`src/rtl/ir_prefetch_queue.sv`:
```
// ir_prefetch_queue: in-order prefetch buffer between fetch and decode.
// The oldest entry is held in a dedicated output register (instructionOut),
// so the decoder sees a registered word with no input-to-output path.
// The storage array keeps every queued entry, head included. When the head
// is popped, the next-oldest word is loaded from the array into the output
// register at the same edge.
module ir_prefetch_queue #(
  parameter int WIDTH    = 16,
  parameter int DEPTH    = 4,
  parameter int OPCODE_W = 4
) (
  input  logic                     Clock,
  input  logic                     Reset,
  input  logic                     Ld,
  input  logic [WIDTH-1:0]         instruction,
  input  logic                     Adv,
  input  logic                     Flush,
  output logic [WIDTH-1:0]         instructionOut,
  output logic [OPCODE_W-1:0]      opcode,
  output logic                     Valid,
  output logic                     Full,
  output logic [$clog2(DEPTH):0]   Count,
  output logic                     Overflow
);

  localparam int PW = $clog2(DEPTH);
  localparam int CW = PW + 1;

  logic [WIDTH-1:0] mem [DEPTH];
  logic [PW-1:0]    rd_ptr;
  logic [PW-1:0]    wr_ptr;
  logic [PW-1:0]    rd_next;
  logic [CW-1:0]    cnt;
  logic [WIDTH-1:0] head_q;
  logic             ovf_q;
  logic             is_full;
  logic             is_empty;
  logic             pop;
  logic             push;
  logic             drop;

  assign is_full  = (cnt == CW'(DEPTH));
  assign is_empty = (cnt == '0);
  assign rd_next  = rd_ptr + PW'(1);

  // Accept decisions: Flush overrides everything, and a pop frees a slot for a same-cycle push.
  always_comb begin
    pop  = 1'b0;
    push = 1'b0;
    drop = 1'b0;
    if (Flush) begin
      push = Ld;
    end else begin
      pop  = Adv && !is_empty;
      push = Ld && (!is_full || pop);
      drop = Ld && is_full && !pop;
    end
  end

  // Storage write; contents need no reset because cnt qualifies every read.
  always_ff @(posedge Clock) begin
    if (push) begin
      mem[wr_ptr] <= instruction;
    end
  end

  // Pointer, count, head register and sticky overflow.
  always_ff @(posedge Clock or posedge Reset) begin
    if (Reset) begin
      rd_ptr <= '0;
      wr_ptr <= '0;
      cnt    <= '0;
      head_q <= '0;
      ovf_q  <= 1'b0;
    end else begin
      if (push) begin
        wr_ptr <= wr_ptr + PW'(1);
      end
      if (Flush) begin
        // The surviving entry, if any, lands at wr_ptr, which becomes the new head.
        rd_ptr <= wr_ptr;
        cnt    <= Ld ? CW'(1) : '0;
        if (Ld) begin
          head_q <= instruction;
        end
      end else begin
        if (pop) begin
          rd_ptr <= rd_next;
        end
        if (push && !pop) begin
          cnt <= cnt + CW'(1);
        end else if (pop && !push) begin
          cnt <= cnt - CW'(1);
        end
        // With two or more entries the next-oldest is already in the array;
        // otherwise the pushed word (if any) becomes the head directly.
        if (pop && cnt != CW'(1)) begin
          head_q <= mem[rd_next];
        end else if (push && (is_empty || pop)) begin
          head_q <= instruction;
        end
      end
      if (drop) begin
        ovf_q <= 1'b1;
      end
    end
  end

  assign instructionOut = head_q;
  assign opcode         = head_q[WIDTH-1 -: OPCODE_W];
  assign Count          = cnt;
  assign Valid          = !is_empty;
  assign Full           = is_full;
  assign Overflow       = ovf_q;

endmodule

```
`config.mk`:
```
export PLATFORM = sky130hd
export DESIGN_NAME = ir_prefetch_queue
export DESIGN_NICKNAME = d
export VERILOG_FILES = /design/src/rtl/ir_prefetch_queue.sv
export SDC_FILE = /design/constraint.sdc
export NUM_CORES = 1
export LEC_CHECK = 0
export ABC_AREA = 1
export CORE_AREA = 2 2 86 129
export CTS_CLUSTER_SIZE = 28
export DETAILED_ROUTE_END_ITERATION = 10
export DIE_AREA = 0 0 88 131
export DONT_BUFFER_PORTS = 1
export SLEW_MARGIN = 20
export SYNTH_ARGS = -nofsm -noshare
export SYNTH_HDL_FRONTEND = slang
export SYNTH_SLANG_ARGS = --single-unit
```
`constraint.sdc`:
```
create_clock -name Clock -period 4.3 [get_ports Clock]
set_clock_uncertainty 0.05 [all_clocks]
set_input_delay 0.43 -clock Clock [delete_from_list [all_inputs] [get_ports Clock]]
set_output_delay 0.43 -clock Clock [all_outputs]
set_load 0.005 [all_outputs]
```
==> results list, run 1 <==
- Cell with the biggest individual delay on the critical path: sky130_fd_sc_hd__dfrtp_1
- Total number of H-tree levels: 3
* PortBufs: 0
- Setup violations remaining at the end of the flow were counted as 0.
- Outcome: finished clean
* Fraction of met3 tracks used by global routing: 5.90%
- Unrepaired setup endpoints after global routing: no
- Fill cell total of the finished layout: 997
- Number of buffers created by CTS: 9
* Cell chain of the critical path: inv_2, nand2_2, nand2_2, nand2_1, nand2_1, nand2_1, nand2_1, nand3_1, nand2_1
* Wirelength, routed: 8.76 mm
- Setup CP Type: flip-flop to flip-flop
- The floorplan has 46 rows.
* Share of the clock period used by the worst path: 59.5%
- Among the stages of the critical path, the cell type that occurs most often is sky130_fd_sc_hd__nand2_1.
- In the global route stage, met2 resource usage came out at 29.0%.
* Clock-pin transition on the worst setup and hold timing paths: 60 ps
* Data required, critical path: 4470 ps
- STA classifies the critical path startpoint as a flip-flop.
- Clock Tree Buf Depth: 2
- Measured against its own limit, the worst slew margin works out to 38.2%.
- Maximum fanout along the worst path: 33
- Num ports: 47
- During synthesis, Yosys emitted a total of 0 warnings.
- Relative to the synthesized area, the layout overhead comes to 9.47%.
- Counting flops and latches in the post-synthesis netlist gives 88.
- For this design the ratio of total power to cell area is 655 nW/um^2.
- In this design, the stage delay of the slowest critical-path cell is 760 ps.
- The analysis attributes to cell leakage a power of 2.04 nW.
- The final hold violation count is 0.
- Post-Syn Instances: 424
- Latest clock arrival within the worst-skew pair: 340 ps
* Largest net degree at the start of global routing: 34
- At the pin with the least slew margin, the transition time is 922 ps.
- All-Layer GR Usage: 16.8%
* Ant diodes: 0
* Height of the chip: 131 um
* Gr ovfl total: 0
- Detailed-route wire length per cell: 15.4 um
- Final HPWL DP: 5.77 mm
- Number of design-rule violations left by the first detailed-router iteration: 151
* TritonCTS clock tree: yes
- Summing all flip-flop and latch instances after layout gives 2520 sq um.
- The number of buffers and inverters on the critical path is 1.
- The detailed router placed 2714 vias in this run.
* First-pass GRT wire length: 13.9 mm
- Across the VDD grid, the largest voltage drop is 0.256 mV.
- Vias in the first global route: 2786
- Global routing consumed, on the met1 layer, 18.3% of the routing resources.
- Synthesis instantiated 29 different standard cells from the library.
* Crit path time final: 2560 ps
- Total DRC errors in the routed layout: 0
* Syn Std Cell Area: 4060 sq um
* Multi-input gate area in the final layout: 1330 sq um
- The max-slew violation count was 0.
- Proportion of synthesized chip area in sequential cells: 62.2%
- The final layout contains 450 nets.
- Setup Buffers After CTS: 0
- The tool flagged a number of max-cap violations equal to 0.
- Drt pass-1 iters: 4
- Hold repair after CTS inserted 0 buffers.
- Total Die Area: 11500 sq um
- The placed instances occupy a cell area of 4140 sq um.
- Of the cells placed in the final design, the portion with a size suffix greater than 1 is 7.98%.
- Starting density of the core: 38.9%
- Worst min-delay path category: primary input to async pin
* Horizontal die dimension: 88 um
* Fin Setup TNS: 0 ps
* Worst endpoint data arrival time: 2730 ps
- Static timing analysis puts the maximum clock frequency at 391 MHz.
- STA classifies the critical path endpoint as a flip-flop.
- In this run the standard cell core region covers 10400 sq um.
- Syn Area/Cell: 9.56 sq um
* Worst path top cell family by delay: simple AND/OR/NAND/NOR gates
- Final GP Congestion: 0.765
- Post-route antenna net violation count: 0
* Post-synth net total: 453
- CTS sink cnt: 88
- Via density per instance: 4.76
- Number of antenna violations at the first check in global routing: 0
- Clock tree synthesis selected as its root buffer the cell sky130_fd_sc_hd__clkbuf_16.
- The global routing stage identified its most utilized layer as met2.
- Post-CTS sizing: 0
* Area of all placed cells without fillers: 4440 sq um
Yosys cell counts, drive strengths merged:
cell type  number  area share (%)
nand2         248              24
edfxtp         64              47
dfrtp          24              15
nand3          21             3.0
inv            20             1.9
buf            15             2.8
ha              8             2.5
nor2            7             1.0
clkbuf          3            0.28
o21ai           3            0.37
a21oi           2            0.34
nand4           2            0.46
o221ai          2            0.43
xor2            2            0.43
o21a            1            0.19
o21bai          1            0.19
xnor2           1            0.22
stage by stage:
step / hold slack (ps) / utilization [%] / total power, W / setup WS (ps) / std cells
floorplan: 395 / - / 0.00198 / 2120 / 424
global placement: 442 / 39.7 / 0.00214 / 1790 / 554
detailed placement: 440 / 39.7 / 0.00217 / 1720 / 554
CTS: 121 / 42.6 / 0.00294 / 1700 / 570
global route: 64.9 / 42.6 / 0.00312 / 1500 / 570
finish: 7.91 / 42.6 / 0.00291 / 1740 / 570
logic make-up after synthesis:
logic type,share of synthesized area [%]
AO/OA/AOI/OAI,1.51
XOR/XNOR,0.648
adder cells (fa/ha/maj),2.47
buffers and inverters,5.00
flip-flops,62.2
AND/OR/NAND/NOR,28.2
cell usage in the layout (no fill, tap or decap), drive strengths merged:
master    instances
clkbuf           11
nand4             2
buf               4
o21ai             3
clkinvlp          1
o21bai            1
nor2              7
o21a              1
inv              19
clkinv            4
o221ai            2
a21oi             2
dfrtp            24
xor2              2
xnor2             1
bufinv            1
nand3            21
nand2           248
edfxtp           64
ha                8
flip-flops by register name, summed over array words and instances, names as in the netlist:
register        flops
rd_ptr              2
instructionOut     16
mem                64
Overflow            1
wr_ptr              2
Count               3
path summary, 6_finish.rpt:
check                                               from                             end  slack [ps]  cells after the start
max                                rd_ptr[0]$_DFFE_PP0P_  instructionOut[13]$_DFFE_PP0P_        1740                      9
min                                                Reset            Count[1]$_DFFE_PP0P_           8                      1
max reg2reg                        rd_ptr[0]$_DFFE_PP0P_  instructionOut[13]$_DFFE_PP0P_        1740                      9
min reg2reg                instructionOut[9]$_DFFE_PP0P_   instructionOut[9]$_DFFE_PP0P_         450                      2
max in group asynchronous                          Reset   instructionOut[2]$_DFFE_PP0P_        3760                      1
min in group Clock                        instruction[4]             mem[0][4]$_DFFE_PP_         130                      0
report_power, final:
part / leakage [nW] / total [W] / internal (W) / switching (W)
registers: 0.879 / 0.00128 / 0.00113 / 0.000148
logic: 1.02 / 0.000851 / 0.000258 / 0.000593
clock network: 0.145 / 0.000775 / 0.000465 / 0.000311
routing by layer:
| metal | part of all wire (%) | up-vias |
|---|---|---|
| li1 | - | 1345 |
| met1 | 39 | 1281 |
| met2 | 53 | 76 |
| met3 | 6.1 | 12 |
| met4 | 2.3 | 0 |
| met5 | 0 | - |
final cells by class:
| class | instances | area share, % |
|---|---|---|
| Clock buffer | 11 | 5.47 |
| Clock inverter | 5 | 1.27 |
| Inverter | 20 | 1.75 |
| Multi-Input combinational cell | 298 | 30.0 |
| Sequential cell | 88 | 56.8 |
| Tap cell | 144 | 4.06 |
| Timing Repair Buffer | 4 | 0.676 |
Power figures use the tool's default switching activity.
==> inputs of run 2 (changes only) <==
clock period = 2.1 ns   (was 4.3 ns; I/O delays follow)
==> results list, run 2 (same netlist as run 1, synthesis figures left out) <==
- Post-route antenna net violation count: 0 (unchanged)
* Number of design-rule violations left by the first detailed-router iteration: 179 (was 151)
- The area enclosed by the die boundary came to 11500 sq um (unchanged).
- Placement row count: 46 (unchanged)
- The flip-flop count of the largest register, all copies and words added was 64 (unchanged).
- The transition at the pin with the smallest max-transition slack was 508 ps (was 922 ps).
- Num ports: 47 (unchanged)
- The level count of the clock H-tree is 3 (unchanged).
- Latest clock arrival within the worst-skew pair: 340 ps (about the same)
- The fraction of the core area covered by cells at the end of the flow was 45.1% (was 42.6%).
* Placement-stage cell area: 4240 sq um (was 4140 sq um)
* Drt pass-1 iters: 5 (was 4)
- Worst hold stages: 4
- Hold endpoint: instructionOut[10]$_DFFE_PP0P_
- The slack of the worst reg-to-reg path came to 200 ps (was 1740 ps).
* CTS sink cnt: 88 (unchanged)
- The buffer type at the clock tree root is sky130_fd_sc_hd__clkbuf_16 (unchanged).
- Share of the clock period used by the worst path: 90.6% (was 59.5%)
- The count of buffers added by post-CTS timing repair for setup was 0 (unchanged).
- The max-cap violation count came to 0 (unchanged).
- Number of antenna violations at the first check in global routing: 1 (was 0)
* Power density over cell area: 1290 nW/um^2 (was 655 nW/um^2)
* TritonCTS clock tree: yes (unchanged)
- The initial core utilization came to 38.9% (unchanged).
- The category of the critical setup timing path is flip-flop to flip-flop (unchanged).
* Worst hold margin: 38.2 ps (was 7.91 ps)
* Clock Tree Buf Depth: 2 (unchanged)
- All-Layer GR Usage: 17.7% (was 16.8%)
- Number of hold-slack violations in the final timing report: 0 (unchanged)
* Vias in the first global route: 2821 (was 2786)
- Critical register-to-register path startpoint: Count[0]$_DFFE_PP0P_ (was rd_ptr[0]$_DFFE_PP0P_)
- The final routed wirelength across all metal layers was 9.40 mm (was 8.76 mm).
- Core ar.: 10400 sq um (unchanged)
- Height of the chip: 131 um (unchanged)
- The most common cell after layout, fill and taps aside is sky130_fd_sc_hd__nand2_1 (unchanged).
- The shortest clock period the worst path allows after layout came to 1900 ps (was 2560 ps).
* Startpoint type of the worst setup path: flip-flop (unchanged)
- The max-slew violation count was 0 (unchanged).
- Fill cell total of the finished layout: 979 (was 997)
- The kind of end point of the critical path is a flip-flop (unchanged).
- The area overhead of the layout relative to synthesis is 16.0% (was 9.47%).
* Number of cell instances on the worst register-to-register path: 6 (was 9)
- DR vias: 2873 (was 2714)
- The register containing the most flip-flops in the final layout was mem (unchanged).
- Fin Setup TNS: 0 ps (unchanged)
- The final RePlAce weighted congestion was 0.778 (was 0.765).
* Worst endpoint data arrival time: 1890 ps (was 2730 ps)
- Via density per instance: 4.77 (was 4.76)
* Gr ovfl total: 0 (unchanged)
* Remaining max-slew budget at the tightest pin: 66.0% (was 38.2%)
* Number of buffers created by CTS: 9 (unchanged)
- The achievable frequency was 525 MHz (was 391 MHz).
- Highest-count cells in the layout ignoring fill and taps: 243 x sky130_fd_sc_hd__nand2_1, 64 x sky130_fd_sc_hd__edfxtp_1, 24 x sky130_fd_sc_hd__dfrtp_1 (unchanged).
* Count of nets after finishing: 481 (was 450)
* Capturing point of the worst reg2reg path: mem[0][3]$_DFFE_PP_ (was instructionOut[13]$_DFFE_PP0P_)
- The floorplan die width is 88 um (unchanged).
- The share of layout cells above drive strength 1 was 10.5% (was 7.98%).
- Clock-pin transition on the worst setup and hold timing paths: 60 ps (about the same)
- First-pass GRT wire length: 14.7 mm (was 13.9 mm)
- The path type of the worst min-delay path is primary input to flip-flop (was primary input to async pin).
- Outcome: finished clean (unchanged).
* PortBufs: 0 (unchanged)
* Area of all placed cells without fillers: 4700 sq um (was 4440 sq um)
- Largest net degree at the start of global routing: 25 (was 34)
* Detailed-route wire length per cell: 15.6 um (was 15.4 um)
- Data required, critical path: 2090 ps (was 4470 ps)
- Final HPWL DP: 6.39 mm (was 5.77 mm)
- The total DRC errors in the routed layout was 0 (unchanged).
* Setup-failing EPs final: 0 (unchanged)
* Max rail drop VDD: 0.593 mV (was 0.256 mV)
* Maximum fanout along the worst path: 10 (was 33)
- The standby leakage power came to 2.18 nW (was 2.04 nW).
- Unrepaired setup endpoints after global routing: no (unchanged).
* Worst Min Path Start: instruction[10]
==> run 2: cell types whose count changed in the layout (fill, tap and decap cells not counted), sizes merged <==
cell         previous run  this run
diode                   0         1
clkbuf                 11        10
inv                    19        21
bufinv                  1         0
dlygate4sd3             0        18
buf                     4        17
==> run 2: where the power goes <==
group / switching, W / internal, W
Clock: 0.000654 / 0.000837
Combinational: 0.00135 / 0.000660
Sequential: 0.000249 / 0.00232
==> run 2: area by class of cell <==
cell class	count	area (sq um)	area share [%]
Tap cell	144	180	3.83
Clock buffer	10	239	5.08
Clock inverter	6	43.8	0.931
Antenna cell	1	2.50	0.0532
Inverter	20	77.6	1.65
Timing Repair Buffer	35	308	6.54
Multi-Input combinational cell	298	1330	28.3
Sequential cell	88	2520	53.6
==> run 2: how the worst max path moves through the flow <==
stage | from | to | slack [ps]
3_3_place_gp | Count[0]$_DFFE_PP0P_ | mem[2][3]$_DFFE_PP_ | 230
4_1_cts | Count[0]$_DFFE_PP0P_ | mem[0][3]$_DFFE_PP_ | 170
3_5_place_dp | Count[0]$_DFFE_PP0P_ | mem[0][7]$_DFFE_PP_ | 180
6_report | Count[0]$_DFFE_PP0P_ | mem[0][3]$_DFFE_PP_ | 200
2_1_floorplan | Count[0]$_DFFE_PP0P_ | mem[0][0]$_DFFE_PP_ | -80
5_1_grt | Count[0]$_DFFE_PP0P_ | mem[2][11]$_DFFE_PP_ | 30
==> run 2: stage by stage <==
stage               total power (W)  cells  setup slack, ps
finish                      0.00607    602              197
global placement            0.00458    567              227
detailed placement          0.00461    567              178
floorplan                   0.00406    424            -78.9
CTS                         0.00615    601              173
global route                0.00652    602             32.3
==> run 2: layer usage <==
layer	GRT usage, %	routed length, um
met5	0	0
met1	19.3	3480
met2	29.1	4730
met3	5.09	603
met4	12.8	584
==> run 2: worst max-delay path, stage by stage, from the launching register on <==
cell	delay, ps
sky130_fd_sc_hd__dfrtp_1	410
sky130_fd_sc_hd__inv_1	110
sky130_fd_sc_hd__ha_1	270
sky130_fd_sc_hd__nand4_2	160
sky130_fd_sc_hd__nand2_1	170
sky130_fd_sc_hd__nor2_1	190
sky130_fd_sc_hd__buf_4	230
==> run 2: repair_timing <==
item | in CTS | in global routing
hold buffers | 18 | 0
setup endpoints to repair | 0 | 0
endpoints found under the hold margin | 89 | 0
gates resized for setup | 0 | 0
